$ cat src/rtl/mont_pkg.sv
// mont_pkg: shared state encoding and counter sizing for the Montgomery multiplier.
package mont_pkg;
    typedef enum logic [1:0] {IDLE, ITER, FINAL, ERR} state_t;
    function automatic int cnt_w(input int width);
        return $clog2(width + 1);
    endfunction
endpackage

$ cat src/rtl/mont_step.sv
// mont_step: one radix-2 Montgomery iteration, acc <- (acc + ai*B + q*N) / 2.
module mont_step #(
    parameter int WIDTH = 32
) (
    input  logic [WIDTH:0]   i_acc,
    input  logic             i_ai,
    input  logic [WIDTH-1:0] i_b,
    input  logic [WIDTH-1:0] i_n,
    output logic [WIDTH:0]   o_acc
);
    logic             w_q;
    logic [WIDTH+1:0] w_sum;
    assign w_q   = i_acc[0] ^ (i_ai & i_b[0]);
    // Full-width sum; q makes it even so the shift drops nothing
    assign w_sum = {1'b0, i_acc} + {2'b0, {WIDTH{i_ai}} & i_b} + {2'b0, {WIDTH{w_q}} & i_n};
    assign o_acc = (WIDTH+1)'(w_sum >> 1);
endmodule

$ cat src/rtl/mont_mul_param.sv
// mont_mul_param: radix-2 Montgomery multiplier, Z = A*B*2^-WIDTH mod N, one bit per cycle.
module mont_mul_param
    import mont_pkg::*;
#(
    parameter int WIDTH = 32
) (
    input  logic             clk,
    input  logic             rst,
    input  logic             start,
    input  logic [WIDTH-1:0] a,
    input  logic [WIDTH-1:0] b,
    input  logic [WIDTH-1:0] n,
    output logic             ready,
    output logic             busy,
    output logic             done,
    output logic             err,
    output logic [WIDTH-1:0] z
);
    localparam int CNT_W = cnt_w(WIDTH);
    state_t           r_state, w_next;
    logic [WIDTH-1:0] r_a, r_b, r_n, r_z;
    logic [WIDTH:0]   r_acc, w_acc_nx;
    logic [CNT_W-1:0] r_cnt;
    logic             r_done, r_err, w_last;

    assign w_last = r_cnt == CNT_W'(WIDTH - 1);

    mont_step #(.WIDTH(WIDTH)) u_step (
        .i_acc (r_acc),
        .i_ai  (r_a[0]),
        .i_b   (r_b),
        .i_n   (r_n),
        .o_acc (w_acc_nx)
    );

    always_ff @(posedge clk)
        if (rst) r_state <= IDLE;
        else     r_state <= w_next;

    always_comb
        w_next = r_state == IDLE ? (start ? (n[0] ? ITER : ERR) : IDLE) :
                 r_state == ITER ? (w_last ? FINAL : ITER) : IDLE;

    always_comb begin
        ready = r_state == IDLE;
        busy  = r_state != IDLE;
        done  = r_done;
        err   = r_err;
        z     = r_z;
    end

    // A is shifted out LSB first so the step always consumes bit 0
    always_ff @(posedge clk) begin
        if (rst) begin
            r_acc  <= '0;
            r_cnt  <= '0;
            r_z    <= '0;
            r_err  <= 1'b0;
            r_done <= 1'b0;
        end else begin
            r_done <= 1'b0;
            if (r_state == IDLE && start) begin
                r_a   <= a;
                r_b   <= b;
                r_n   <= n;
                r_acc <= '0;
                r_cnt <= '0;
                r_err <= 1'b0;
            end else if (r_state == ITER) begin
                r_acc <= w_acc_nx;
                r_a   <= r_a >> 1;
                r_cnt <= r_cnt + CNT_W'(1);
            end else if (r_state == FINAL) begin
                r_z    <= r_acc >= {1'b0, r_n} ? WIDTH'(r_acc - {1'b0, r_n}) : r_acc[WIDTH-1:0];
                r_done <= 1'b1;
            end else if (r_state == ERR) begin
                r_z    <= '0;
                r_err  <= 1'b1;
                r_done <= 1'b1;
            end
        end
    end
endmodule

$ cat config.mk
export PLATFORM = sky130hd
export DESIGN_NAME = mont_mul_param
export DESIGN_NICKNAME = d
export VERILOG_FILES = /design/src/rtl/mont_pkg.sv /design/src/rtl/mont_step.sv /design/src/rtl/mont_mul_param.sv
export SDC_FILE = /design/constraint.sdc
export NUM_CORES = 1
export LEC_CHECK = 0
export ABC_AREA = 0
export CORE_AREA = 2 2 148 150
export CTS_CLUSTER_DIAMETER = 50
export DETAILED_ROUTE_END_ITERATION = 10
export DIE_AREA = 0 0 150 152
export DONT_BUFFER_PORTS = 1
export HOLD_SLACK_MARGIN = 0.02
export PLACE_DENSITY_LB_ADDON = 0.05
export SETUP_SLACK_MARGIN = 0.1
export SYNTH_ARGS = -nofsm -noshare
export SYNTH_HDL_FRONTEND = slang
export SYNTH_SLANG_ARGS = --single-unit
$ cat constraint.sdc
create_clock -name clk -period 9.5 [get_ports clk]
set_input_delay 2.85 -clock clk [delete_from_list [all_inputs] [get_ports clk]]
set_output_delay 2.85 -clock clk [all_outputs]
set_load 0.01 [all_outputs]
==> flow_summary.json, run 1 <==
{
  "status": "finished clean",
  "timing.setup.tns_ps": 0,
  "yosys-top-cells-area": "edfxtp_1, dfxtp_1, ha_1",
  "yosysTopAreaCellShare_pct": 27.2,
  "clock_path_buffers": 2,
  "drc": 0,
  "drt_pass1_iterations": 5,
  "track_usage_pct": 23.7,
  "worst_slew_pin_slew_ps": 999,
  "clockRootBuffer": "clkbuf_16",
  "holdCritStartpoint": "r_cnt[1]$_SDFFE_PP0P_",
  "cts_tree": "done",
  "period_share_pct": 55.7,
  "finalHoldViolCount": 0,
  "cts_sinks": 171,
  "ys_types": 68,
  "ff_latch_area_um2": 4380,
  "critPathArrivalTime_ps": 5630,
  "p_per_area_nw_per_um2": 168,
  "core_area_um2": 21400,
  "whs_endpoint": "r_cnt[1]$_SDFFE_PP0P_",
  "synth_flop_cell": "edfxtp_1",
  "critPathTopFamily": "adder cells",
  "crit_fanout": 32,
  "postRouteAntennaNets": 0,
  "cts_resized": 0,
  "fin_area_um2": 11500,
  "leakagePower_nw": 4.89,
  "cap_violations": 0,
  "cts_hold_buf": 0,
  "row_count": 54,
  "worst_r2r_endpoint": "r_acc[28]$_SDFFE_PP0P_",
  "netlist_instances": 1129,
  "start_util_pct": 49.6,
  "yosys_warnings": 0,
  "place_area_um2": 10800,
  "final_cell_mix": "nand2_1, edfxtp_1, a21oi_1",
  "final_common_cell": "nand2_1",
  "p_total_mw": 1.92,
  "port_buffers": 0,
  "clk_pin_slew_ps": 80,
  "maxSlewViolCount": 0,
  "cp_slowest_stage_delay_ps": 940,
  "avgSynthCellArea_um2": 9.37,
  "multiInputGateArea_um2": 5850,
  "drtIter0Drc": 502,
  "place_congestion": 0.905,
  "criticalPathCategory": "register to register",
  "fillCellCount": 2007,
  "clock.fmax_mhz": 189,
  "r2r_cells": 17,
  "netlist_area_um2": 10600,
  "r2r-start": "r_a[0]$_DFFE_PP_",
  "syn_nets": 1327,
  "cts_setup_buffers": 0,
  "finalSetupViolCount": 0,
  "die_h_um": 152,
  "ir_drop_uv": 106,
  "grt_pass1_vias": 7806,
  "cts_buffers": 17,
  "antenna_cells": 0,
  "holdWs_ps": 484,
  "ys_seq_area_share_pct": 41.4,
  "totalWireLength_um": 26100,
  "required_ps": 9830,
  "cp-start-kind": "register",
  "ioPinCount": 135,
  "rrSetupSlack_ps": 4200,
  "die_w_um": 150,
  "hp-class": "register to register",
  "final_layout_size_suffix_gt1_share_pct": 5.51,
  "antenna_found_initial": 0,
  "rsz0062_at_grt": "false",
  "finalClockSkew_ps": 14.8,
  "whs_path_depth": 2,
  "critPathBufInv": 1,
  "vias_per_cell": 5.65,
  "synthArstFlopShare_pct": 0,
  "dp_hpwl_um": 19100,
  "ys_ff_latch": 171,
  "synth_edf_count": 96,
  "overflow": 0,
  "clk_latency_ps": 440,
  "via_count": 7936,
  "grt_pass1_wl_um": 42400,
  "cts_max_level": 4,
  "grt_max_degree": 43,
  "crit_chain": "and2_1 -> ha_1 -> and2_1 -> fa_1 -> ha_1 -> inv_1 -> fa_1 -> nor2b_1 -> o21ai_1 -> nand2b_1 -> a31oi_1 -> o21ai_2 -> a21oi_2 -> a211oi_2 -> nor3_1 -> or4_1 -> o311ai_0",
  "maxSlewHeadroom_pct": 33.2,
  "end_kind": "register",
  "die-area_um2": 22800,
  "synthToLayoutAreaGrowth_pct": 8.25,
  "min_period_ps": 5300,
  "wl_per_cell_um": 18.6,
  "synth_top_area_cell": "edfxtp_1",
  "slowest_stage": "edfxtp_1",
  "final_nets": 1310
}
## cell usage after synthesis (3+ instances only)
cell        n
a211o_1     3
a211oi_1   17
a21o_1     39
a21oi_1    96
a31oi_1     7
a32oi_1     9
and2_1     69
and3_1      8
buf_1       3
buf_4       3
clkbuf_1   37
dfxtp_1    75
edfxtp_1   96
fa_1       33
ha_1       66
inv_1      48
mux2i_1     8
nand2_1   203
nand2b_1   11
nand3_1    15
nand4_1    16
nor2_1     60
nor2b_1    11
nor3_1     13
nor3b_1     3
o211ai_1    3
o21a_1      6
o21ai_0    47
o21ai_1    18
o21bai_1    8
o31a_1      4
or3_1       4
xnor2_1    25
xor2_1     24
## layout make-up
type / instances / area share (%)
timing repair buffer: 10 / 0.655
sequential: 171 / 38.3
clock buffer: 17 / 3.71
multi-input combinational: 864 / 51.1
inverter: 48 / 1.57
clock inverter: 15 / 1.63
tap: 280 / 3.06
## worst max-delay path by stage
stage,start,endpoint,slack [ps],cells after the start
floorplan,start,r_b[0]$_DFFE_PP_,3100,3
global placement,r_a[0]$_DFFE_PP_,r_acc[28]$_SDFFE_PP0P_,4250,17
detailed placement,r_a[0]$_DFFE_PP_,r_acc[28]$_SDFFE_PP0P_,4140,17
CTS,r_a[0]$_DFFE_PP_,r_acc[28]$_SDFFE_PP0P_,4120,17
global route,r_a[0]$_DFFE_PP_,r_acc[28]$_SDFFE_PP0P_,3640,17
finish,r_a[0]$_DFFE_PP_,r_acc[28]$_SDFFE_PP0P_,4200,17
## through the flow
step	utilization, %	setup slack, ps	cells
floorplan	-	3100	1129
global placement	50.8	4250	1373
detailed placement	50.8	4140	1373
CTS	53.7	4120	1405
global route	53.7	3640	1405
finish	53.7	4200	1405
## tightest hold or removal path: stages, from the launching register on
cell and delay [ps]:
dfxtp_1 330, nand2_1 60, a21oi_1 50
## kinds of logic after synthesis
| kind of cell | after synthesis | share of synthesized area (%) |
|---|---|---|
| simple gates | 421 | 18.6 |
| flops | 171 | 41.4 |
| mux | 8 | 0.757 |
| compound gates | 287 | 17.7 |
| xor+xnor | 49 | 4.06 |
| buf+inv | 94 | 3.48 |
| fa+ha+maj | 99 | 14.0 |
## layer usage
metal	up-vias	GRT usage (%)	share of wire, %
li1	3947	-	-
met1	3759	33.7	47
met2	191	36.0	46
met3	39	5.77	5.2
met4	0	7.10	2.1
met5	-	0	0
## sequential cells by signal (all words and copies together), names as in the netlist
signal,flops
r_state,2
r_cnt,6
r_b,32
done,1
err,1
r_a,32
r_acc,33
r_n,32
z,32
## power by group
group,internal [mW],switching [mW]
logic,0.129,0.212
registers,0.822,0.0259
clock network,0.361,0.371
total,1.31,0.608
Note: power is estimated with default switching activity, not from simulation.
==> run 2: changes to the inputs <==
==> constraint.sdc (replaced) <==
create_clock -name clk -period 5.2 [get_ports clk]
set_input_delay 1.56 -clock clk [delete_from_list [all_inputs] [get_ports clk]]
set_output_delay 1.56 -clock clk [all_outputs]
set_load 0.01 [all_outputs]
==> run 2 against run 1 <==
Against the previous run:
- power grew 83%
- cell count grew 0.43%
- first-iteration DRC count shrank 7.8%
- cell area grew 0.47%
- via count shrank 1.2%
- clock skew shrank 2.9 ps
- die area is the same
- register-to-register slack lost 3500 ps
- non-clock buffer count grew 5
- highest routed layer unchanged
==> flow_summary.json, run 2 (synthesis results as in run 1) <==
{
  "cap_violations": 0,
  "port_buffers": 0,
  "start_util_pct": 49.6,
  "crit_chain": "and2_1 -> ha_1 -> and2_1 -> fa_1 -> ha_1 -> inv_1 -> fa_1 -> nor2b_1 -> o21ai_1 -> nand2b_1 -> a31oi_1 -> o21ai_2 -> a21oi_2 -> a211oi_2 -> nor3_1 -> or4_1 -> o311ai_0",
  "status": "finished clean",
  "p_switching_mw": 1.11,
  "clock.fmax_mhz": 223,
  "place_area_um2": 10900,
  "synthToLayoutAreaGrowth_pct": 8.76,
  "vias_per_cell": 5.56,
  "die-area_um2": 22800,
  "wl_per_cell_um": 18.4,
  "maxSlewViolCount": 0,
  "maxSlewHeadroom_pct": 30.3,
  "met3_usage_pct": 4.86,
  "drc": 0,
  "end_kind": "register",
  "via_count": 7839,
  "place_congestion": 0.879,
  "required_ps": 5530,
  "critPathArrivalTime_ps": 4830,
  "drtIter0Drc": 463,
  "cts_max_level": 4,
  "cts_resized": 0,
  "p_int_mw": 2.40,
  "final_layout_size_suffix_gt1_share_pct": 5.93,
  "criticalPathCategory": "register to register",
  "totalWireLength_um": 26000,
  "clk_latency_ps": 440,
  "leakagePower_nw": 4.91,
  "finalClockSkew_ps": 11.8,
  "final_cell_mix": "nand2_1, edfxtp_1, a21oi_1",
  "die_w_um": 150,
  "fin_area_um2": 11500,
  "grt_busiest_layer": "met2",
  "cp_slowest_stage_delay_ps": 510,
  "min_period_ps": 4490,
  "use_met1_pct": 33.3,
  "cts_buffers": 17,
  "clockRootBuffer": "clkbuf_16",
  "largest_reg_flops": 33,
  "drt_pass1_iterations": 4,
  "clk_pin_slew_ps": 80,
  "final_common_cell": "nand2_1",
  "grt_util_met2_pct": 36.7,
  "crit_fanout": 19,
  "cts_tree": "done",
  "hp-class": "register to register",
  "grt_max_degree": 42,
  "core_area_um2": 21400,
  "ioPinCount": 135,
  "p_per_area_nw_per_um2": 305,
  "cts_setup_buffers": 0,
  "grt_pass1_vias": 7709,
  "antenna_found_initial": 0,
  "power_frac_clock_pct": 37.9,
  "regMostFlops": "r_acc",
  "cts_hold_buf": 0,
  "finalSetupViolCount": 0,
  "cp-start-kind": "register",
  "rsz0062_at_grt": "false",
  "ir_drop_uv": 218,
  "slowest_stage": "ha_1",
  "grt_pass1_wl_um": 41800,
  "timing.setup.tns_ps": 0,
  "row_count": 54,
  "final_nets": 1315,
  "dp_hpwl_um": 19100,
  "track_usage_pct": 23.5,
  "p_comb_share_pct": 18.2,
  "finalHoldViolCount": 0,
  "p_seq_share_pct": 43.9,
  "period_share_pct": 86.4,
  "die_h_um": 152,
  "cts_sinks": 171,
  "clock_path_buffers": 2,
  "postRouteAntennaNets": 0,
  "overflow": 0,
  "worst_slew_pin_slew_ps": 1040,
  "switching_share_pct": 31.5
}
## run 2: final cells by class
type                            instances  area, µm²
Sequential cell                       171       4380
Timing Repair Buffer                   15        125
Multi-Input combinational cell        864       5850
Antenna cell                            1       2.50
Inverter                               48        180
Clock inverter                         15        188
Fill cell                            2042       9840
Clock buffer                           17        425
Tap cell                              280        350
## run 2: path summary, 6_finish.rpt
kind | cells after the start | from | end | slack, ps
max | 17 | r_a[0]$_DFFE_PP_ | r_acc[28]$_SDFFE_PP0P_ | 710
min | 2 | r_cnt[1]$_SDFFE_PP0P_ | r_cnt[1]$_SDFFE_PP0P_ | 480
max reg2reg | 17 | r_a[0]$_DFFE_PP_ | r_acc[28]$_SDFFE_PP0P_ | 710
min reg2reg | 2 | r_cnt[1]$_SDFFE_PP0P_ | r_cnt[1]$_SDFFE_PP0P_ | 480
## run 2: critical path: cells and delay by family (launching register included)
family          cells  cell delay [ps]
buf+inv             1               70
compound gates      6             1150
simple gates        6             1210
fa+ha+maj           4             1580
flops               1              380
## run 2: routing by layer
layer / vias up / wire [µm]
li1: 3976 / -
met4: 0 / 400
met5: - / 0
met3: 28 / 1230
met2: 167 / 12100
met1: 3668 / 12300
## run 2: power groups by stage
stage          Combinational, mW  Clock, mW  Sequential [mW]
4_1_cts                    0.641       1.36             1.54
2_1_floorplan              0.488          0             1.56
3_5_place_dp               0.636          0             1.57
6_report                   0.639       1.33             1.54
3_3_place_gp               0.633          0             1.57
5_1_grt                    0.721       1.42             1.55
## run 2: stage by stage
stage / instances / util [%] / hold WS (ps) / total power [mW] / setup WS (ps)
floorplan: 1129 / - / 454 / 2.05 / 1020
global placement: 1378 / 51.0 / 461 / 2.21 / 785
detailed placement: 1378 / 51.0 / 471 / 2.21 / 682
CTS: 1410 / 53.9 / 483 / 3.55 / 667
global route: 1410 / 53.9 / 513 / 3.69 / 345
finish: 1411 / 53.9 / 484 / 3.51 / 708
